<file path="config.mk">
export PLATFORM = sky130hd
export DESIGN_NAME = morse_decoder
export DESIGN_NICKNAME = d
export VERILOG_FILES = /design/src/rtl/morse_decoder.sv
export SDC_FILE = /design/constraint.sdc
export NUM_CORES = 1
export LEC_CHECK = 0
export ABC_AREA = 1
export CORE_MARGIN = 2
export CORE_UTILIZATION = 55
export CTS_CLUSTER_SIZE = 20
export DETAILED_ROUTE_END_ITERATION = 8
export PLACE_DENSITY = 0.72
export SLEW_MARGIN = 20
export SYNTH_ARGS = -nofsm -noshare
export SYNTH_HDL_FRONTEND = slang
export SYNTH_SLANG_ARGS = --single-unit
</file>
<file path="constraint.sdc">
create_clock -name clk -period 2.96 [get_ports clk]
set_clock_uncertainty 0.15 [all_clocks]
set_input_delay 0.444 -clock clk [delete_from_list [all_inputs] [get_ports clk]]
set_output_delay 0.444 -clock clk [all_outputs]
set_load 0.1 [all_outputs]
</file>
<file path="src/rtl/morse_decoder.sv">
// morse_decoder: Morse digit receiver. It times each key press as a dot or
// a dash, collects five symbols and decodes them to a BCD digit.
// Ports: clk, reset (sync, active-high), key (1 = pressed);
//   m1..m5 captured symbols (1 = dot, m1 first), sym_cnt symbols so far,
//   digit/valid decoded result, red error (bad pattern or timeout).
// Optional build macro MORSE_DEBOUNCE_EN: key synchronizer + debounce.
module morse_decoder #(
  parameter int unsigned DOT_MAX    = 12_500_000,
  parameter int unsigned GAP_MAX    = 50_000_000,
  parameter int unsigned DEB_CYCLES = 500_000,
  parameter int unsigned CNT_W      = 26
) (
  input  logic       clk,
  input  logic       reset,
  input  logic       key,
  output logic       m1,
  output logic       m2,
  output logic       m3,
  output logic       m4,
  output logic       m5,
  output logic [2:0] sym_cnt,
  output logic [3:0] digit,
  output logic       valid,
  output logic       red
);

  typedef enum logic [1:0] {
    IDLE,
    PRESS,
    GAP,
    DONE
  } state_e;

  localparam logic [CNT_W-1:0] CNT_ONE =
    CNT_W'(1);
  localparam logic [CNT_W-1:0] DOT_LIM =
    CNT_W'(DOT_MAX);
  localparam logic [CNT_W-1:0] DOT_SAT =
    CNT_W'(DOT_MAX + 1);
  localparam logic [CNT_W-1:0] GAP_LAST =
    CNT_W'(GAP_MAX - 1);

  // The shared counter must represent every limit it is compared with.
  localparam longint unsigned CNT_LIM =
    64'd1 << CNT_W;

  if ((64'(DOT_MAX) + 64'd1) >= CNT_LIM ||
      64'(GAP_MAX) >= CNT_LIM ||
      64'(DEB_CYCLES) >= CNT_LIM)
  begin : g_bad_cnt_w
    $error("morse_decoder: CNT_W too narrow");
  end

  logic key_s;

`ifdef MORSE_DEBOUNCE_EN
  localparam logic [CNT_W-1:0] DEB_LAST =
    (DEB_CYCLES > 0) ? CNT_W'(DEB_CYCLES - 1)
                     : '0;

  logic [1:0]       sync_q;
  logic [1:0]       sync_d;
  logic             filt_q;
  logic             filt_d;
  logic [CNT_W-1:0] deb_q;
  logic [CNT_W-1:0] deb_d;

  // deb counts consecutive cycles the synced key disagrees with the
  // filter; any agreeing cycle restarts the stability window.
  always_comb begin
    sync_d = {sync_q[0], key};
    filt_d = filt_q;
    deb_d  = '0;
    if (sync_q[1] != filt_q) begin
      if (deb_q >= DEB_LAST) begin
        filt_d = sync_q[1];
      end else begin
        deb_d = deb_q + CNT_ONE;
      end
    end
  end

  always_ff @(posedge clk) begin
    if (reset) begin
      sync_q <= '0;
      filt_q <= 1'b0;
      deb_q  <= '0;
    end else begin
      sync_q <= sync_d;
      filt_q <= filt_d;
      deb_q  <= deb_d;
    end
  end

  assign key_s = filt_q;
`else
  assign key_s = key;
`endif

  state_e           state_q;
  state_e           state_d;
  logic [CNT_W-1:0] cnt_q;
  logic [CNT_W-1:0] cnt_d;
  logic [4:0]       m_q;
  logic [4:0]       m_d;
  logic [2:0]       sym_cnt_q;
  logic [2:0]       sym_cnt_d;
  logic [3:0]       digit_q;
  logic [3:0]       digit_d;
  logic             valid_q;
  logic             valid_d;
  logic             red_q;
  logic             red_d;

  logic [4:0] pat;
  logic [4:0] dec;

  // Pattern written m1 first, so it reads like the code table.
  assign pat = {m_q[0], m_q[1], m_q[2],
                m_q[3], m_q[4]};

  // Result is {hit, value}.
  function automatic logic [4:0] decode(
    input logic [4:0] p
  );
    logic [4:0] r;
    case (p)
      5'b00000: r = {1'b1, 4'd0};
      5'b10000: r = {1'b1, 4'd1};
      5'b11000: r = {1'b1, 4'd2};
      5'b11100: r = {1'b1, 4'd3};
      5'b11110: r = {1'b1, 4'd4};
      5'b11111: r = {1'b1, 4'd5};
      5'b01111: r = {1'b1, 4'd6};
      5'b00111: r = {1'b1, 4'd7};
      5'b00011: r = {1'b1, 4'd8};
      5'b00001: r = {1'b1, 4'd9};
      default:  r = {1'b0, 4'd0};
    endcase
    return r;
  endfunction

  assign dec = decode(pat);

  always_comb begin
    state_d   = state_q;
    cnt_d     = cnt_q;
    m_d       = m_q;
    sym_cnt_d = sym_cnt_q;
    digit_d   = digit_q;
    valid_d   = valid_q;
    red_d     = red_q;
    unique case (state_q)
      IDLE: begin
        if (key_s) begin
          state_d   = PRESS;
          cnt_d     = CNT_ONE;
          m_d       = '0;
          sym_cnt_d = '0;
          digit_d   = '0;
          valid_d   = 1'b0;
          red_d     = 1'b0;
        end
      end
      PRESS: begin
        if (key_s) begin
          // Saturate just past the dot limit.
          if (cnt_q < DOT_SAT) begin
            cnt_d = cnt_q + CNT_ONE;
          end
        end else begin
          m_d[sym_cnt_q] = (cnt_q <= DOT_LIM);
          sym_cnt_d      = sym_cnt_q + 3'd1;
          if (sym_cnt_q == 3'd4) begin
            state_d = DONE;
          end else begin
            state_d = GAP;
            cnt_d   = CNT_ONE;
          end
        end
      end
      GAP: begin
        // The releasing cycle already counted as gap cycle 1.
        if (key_s) begin
          state_d = PRESS;
          cnt_d   = CNT_ONE;
        end else if (cnt_q >= GAP_LAST) begin
          state_d = DONE;
        end else begin
          cnt_d = cnt_q + CNT_ONE;
        end
      end
      DONE: begin
        state_d = IDLE;
        if (sym_cnt_q == 3'd5 && dec[4]) begin
          digit_d = dec[3:0];
          valid_d = 1'b1;
          red_d   = 1'b0;
        end else begin
          digit_d = '0;
          valid_d = 1'b0;
          red_d   = 1'b1;
        end
      end
      default: state_d = IDLE;
    endcase
  end

  always_ff @(posedge clk) begin
    if (reset) begin
      state_q   <= IDLE;
      cnt_q     <= '0;
      m_q       <= '0;
      sym_cnt_q <= '0;
      digit_q   <= '0;
      valid_q   <= 1'b0;
      red_q     <= 1'b0;
    end else begin
      state_q   <= state_d;
      cnt_q     <= cnt_d;
      m_q       <= m_d;
      sym_cnt_q <= sym_cnt_d;
      digit_q   <= digit_d;
      valid_q   <= valid_d;
      red_q     <= red_d;
    end
  end

  assign m1      = m_q[0];
  assign m2      = m_q[1];
  assign m3      = m_q[2];
  assign m4      = m_q[3];
  assign m5      = m_q[4];
  assign sym_cnt = sym_cnt_q;
  assign digit   = digit_q;
  assign valid   = valid_q;
  assign red     = red_q;

endmodule

</file>
==> results of run 1 <==
critical path: cells and delay by family (launching register included):
kind	cells	cell delay [ns]
and+or+nand+nor	9	0.96
buffers and inverters	2	0.22
AOI/OAI and AO/OA	2	0.35
adders and majority gates	2	0.47
DFF	1	0.44
cells in the final DEF (no fill, tap or decap), types with 5 or more instances in the layout:
cell / instances
clkbuf_8: 5
o21ai_0: 24
inv_1: 59
nand3_1: 45
nor3_1: 11
ha_1: 13
inv_2: 5
a21oi_1: 31
nand4_1: 15
nor2_2: 5
nand2_1: 129
dfxtp_1: 47
buf_4: 21
nor2_1: 59
cells by family (layout without fill, tap and decap cells):
family          Yosys count  after routing  share of synthesized area
xor+xnor                  4              4                     0.0112
compound gates           68             68                      0.125
simple gates            286            286                      0.412
buf+inv                  76             96                      0.101
flops                    47             47                      0.300
fa+ha+maj                13             13                     0.0518
repair_timing:
action,CTS,global route
gates resized for setup,0,1
setup endpoints to repair,0,1
setup buffers,0,0
per-layer routing:
| layer | GRT usage | routed length, µm | vias up |
|---|---|---|---|
| met3 | 0.0373 | 321 | 12 |
| met5 | 0 | 0 | - |
| met4 | 0.0828 | 134 | 0 |
| li1 | - | - | 1634 |
| met2 | 0.461 | 3730 | 69 |
| met1 | 0.342 | 3680 | 1455 |
worst max-delay path by stage:
stage,endpoint,slack [ns],cells after the start
2_1_floorplan,cnt_q[17],0.21,9
3_3_place_gp,dec[4],0.20,15
3_5_place_dp,dec[4],0.08,15
4_1_cts,dec[4],0.25,15
5_1_grt,dec[4],0.07,15
6_report,dec[4],0.27,15
report_power, final:
part	switching, mW	internal, mW
registers	0.0578	0.690
clock network	0.239	0.255
logic	0.559	0.200
cell usage after synthesis, types with 4 or more instances:
master    instances
nand3_1          45
nor2_1           59
dfxtp_1          47
nand2_2           4
ha_1             13
inv_1            59
nand2_1         129
xor2_1            4
a21oi_1          31
nand4_1          15
a21oi_2           4
o21ai_0          24
nor3_1           12
inv_2             5
nand3b_1          4
nor2_2            5
per-stage QoR:
stage               hold slack, ns  setup slack, ns  cells  cell area, µm²  utilization
floorplan                    0.276            0.212    494            3140            -
global placement             0.281            0.195    578            3340        0.606
detailed placement           0.288           0.0752    578            3340        0.606
CTS                          0.302            0.249    586            3450        0.627
global route                 0.320           0.0654    586            3460        0.628
finish                       0.297            0.266    586            3460        0.628
area by class of cell:
type	count	area, µm²
clock inverters	3	46.3
repair buffers	23	178
inverters	65	244
clock buffers	5	68.8
flip-flops and latches	47	941
well taps	72	90.1
fillers	537	2050
multi-input cells	371	1890
state kept, by name, indices dropped and copies added (netlist names):
| name | count |
|---|---|
| sym_cnt | 3 |
| digit | 4 |
| dec | 5 |
| red | 1 |
| state_q | 2 |
| m_q | 5 |
| valid | 1 |
| cnt_q | 26 |
==> results.py, run 1 <==
metrics = {
    "status": {
        "status": "complete, no violations",
    },
    "synthesis": {
        "syn-instance-count": 494,
        "ys_seq_elements": 47,
        "syn_nets": 510,
        "synth_flop_cell": "dfxtp_1",
        "synth_top_area_cell": "dfxtp_1",
        "synth-edff-count": 0,
        "synth_warnings": 0,
        "synthTopCellsByArea": "dfxtp_1 30%, nand2_1 15%, nand3_1 7.2%",
        "synth_top_cell_area_share": 0.300,
        "synth_area_um2": 3140,
        "ys_types": 40,
        "syn_avg_cell_area_um2": 6.36,
        "ys_seq_area_frac": 0.300,
        "async_flop_share": 0,
    },
    "timing": {
        "fin_setup_tns_ns": 0,
        "grt_setup_unrepaired": "no",
        "min_period_over_period": 0.910,
        "timing.final.crit_period_ns": 2.69,
        "hold_violations": 0,
        "maxSlewHeadroom": 0.498,
        "max_freq_mhz": 371,
        "worst_pin_slew_ns": 0.745,
        "setup_viol": 0,
        "slew_viol_final": 0,
    },
    "clock_tree": {
        "path_clk_slew_ns": 0.10,
        "cts_hold_buffers": 0,
        "cts_root_buf": "clkbuf_8",
        "clk_latency_ns": 0.30,
        "cts_tree": "built",
        "cts.sinks": 47,
        "cts_buffers": 5,
        "clockBufferDepth": 2,
        "h-tree-depth": 2,
    },
    "route": {
        "vias_per_cell": 5.41,
        "firstDrtPassIters": 4,
        "wirelength_um": 7870,
        "drc_errors": 0,
        "ant_nets": 0,
        "vias": 3170,
        "drt_iter0_markers": 233,
        "wl_per_cell_um": 13.4,
    },
    "floorplan": {
        "die_y_um": 79.6,
        "initial_core_util": 0.570,
        "coreArea_um2": 5510,
        "die_w_um": 79.6,
        "pin_count": 17,
        "rows": 27,
        "die-area_um2": 6330,
    },
    "power": {
        "leakage_nw": 1.41,
        "peakVddDrop_v": 0.000416,
        "power_density_nw_per_um2": 579,
        "power.total_mw": 2.00,
    },
    "worst_setup_path": {
        "crit-reg2reg-launch": "state_q[0]",
        "critPathMaxFanout": 8,
        "crit_required_ns": 3.00,
        "rr_endpoint": "dec[4]",
        "rr_worst_depth": 15,
        "crit_path_top_delay_cell": "dfxtp_1",
        "crit_start": "state_q[0]",
        "critPathArrivalTime_ns": 2.74,
        "path_cells": "inv_1 -> ha_1 -> nand2_1 -> nand2_2 -> a21oi_4 -> nand2_1 -> nand2_1 -> nor2_1 -> nand2_1 -> inv_1 -> ha_1 -> nand3_1 -> nor2_1 -> a21oi_1 -> nand3_1",
        "crit_type": "flip-flop to flip-flop",
        "r2r_slack_ns": 0.27,
        "critPathCaptureType": "flip-flop",
        "start_kind": "flip-flop",
        "cp_common_cell": "nand2_1",
        "slowest_delay_ns": 0.44,
    },
    "hold_path": {
        "hold_depth": 2,
        "hp-start": "dec[3]",
        "hold_path_end": "digit[3]",
        "hp-class": "flip-flop to flip-flop",
    },
    "cells_and_area": {
        "synthToLayoutAreaGrowth_pct": 10.0,
        "diodes": 0,
        "drive_above_1_share": 0.119,
        "fin_nets": 529,
    },
    "grt": {
        "grt_pass1_vias": 2944,
        "grt.total_usage": 0.266,
        "grt_max_degree": 24,
        "grt_pass1_wl_um": 13500,
        "antenna_found_initial": 0,
        "grt-ovfl-total": 0,
    },
    "placed_design": {
        "portBuffers": 16,
        "dpl.hpwl_um": 5910,
        "gp_congestion": 0.943,
    },
    "job": {
        "drv_cap": 0,
    },
}
(Power assumes the default switching activity.)
==> inputs of run 2 (changes only) <==
--- a/config.mk
+++ b/config.mk
@@ -8,6 +8,7 @@
 export ABC_AREA = 1
 export CORE_MARGIN = 2
 export CORE_UTILIZATION = 55
+export CTS_CLUSTER_DIAMETER = 60
 export CTS_CLUSTER_SIZE = 20
 export DETAILED_ROUTE_END_ITERATION = 8
 export PLACE_DENSITY = 0.72
==> results of run 2 <==
The final DEF is identical to that of run 1; final timing and power are the same.
==> inputs of run 3 (changes only) <==
--- a/config.mk
+++ b/config.mk
@@ -11,6 +11,7 @@
 export CTS_CLUSTER_DIAMETER = 60
 export CTS_CLUSTER_SIZE = 20
 export DETAILED_ROUTE_END_ITERATION = 8
+export HOLD_SLACK_MARGIN = 0.02
 export PLACE_DENSITY = 0.72
 export SLEW_MARGIN = 20
 export SYNTH_ARGS = -nofsm -noshare
==> results of run 3 <==
The final DEF is identical to that of run 1; final timing and power are the same.
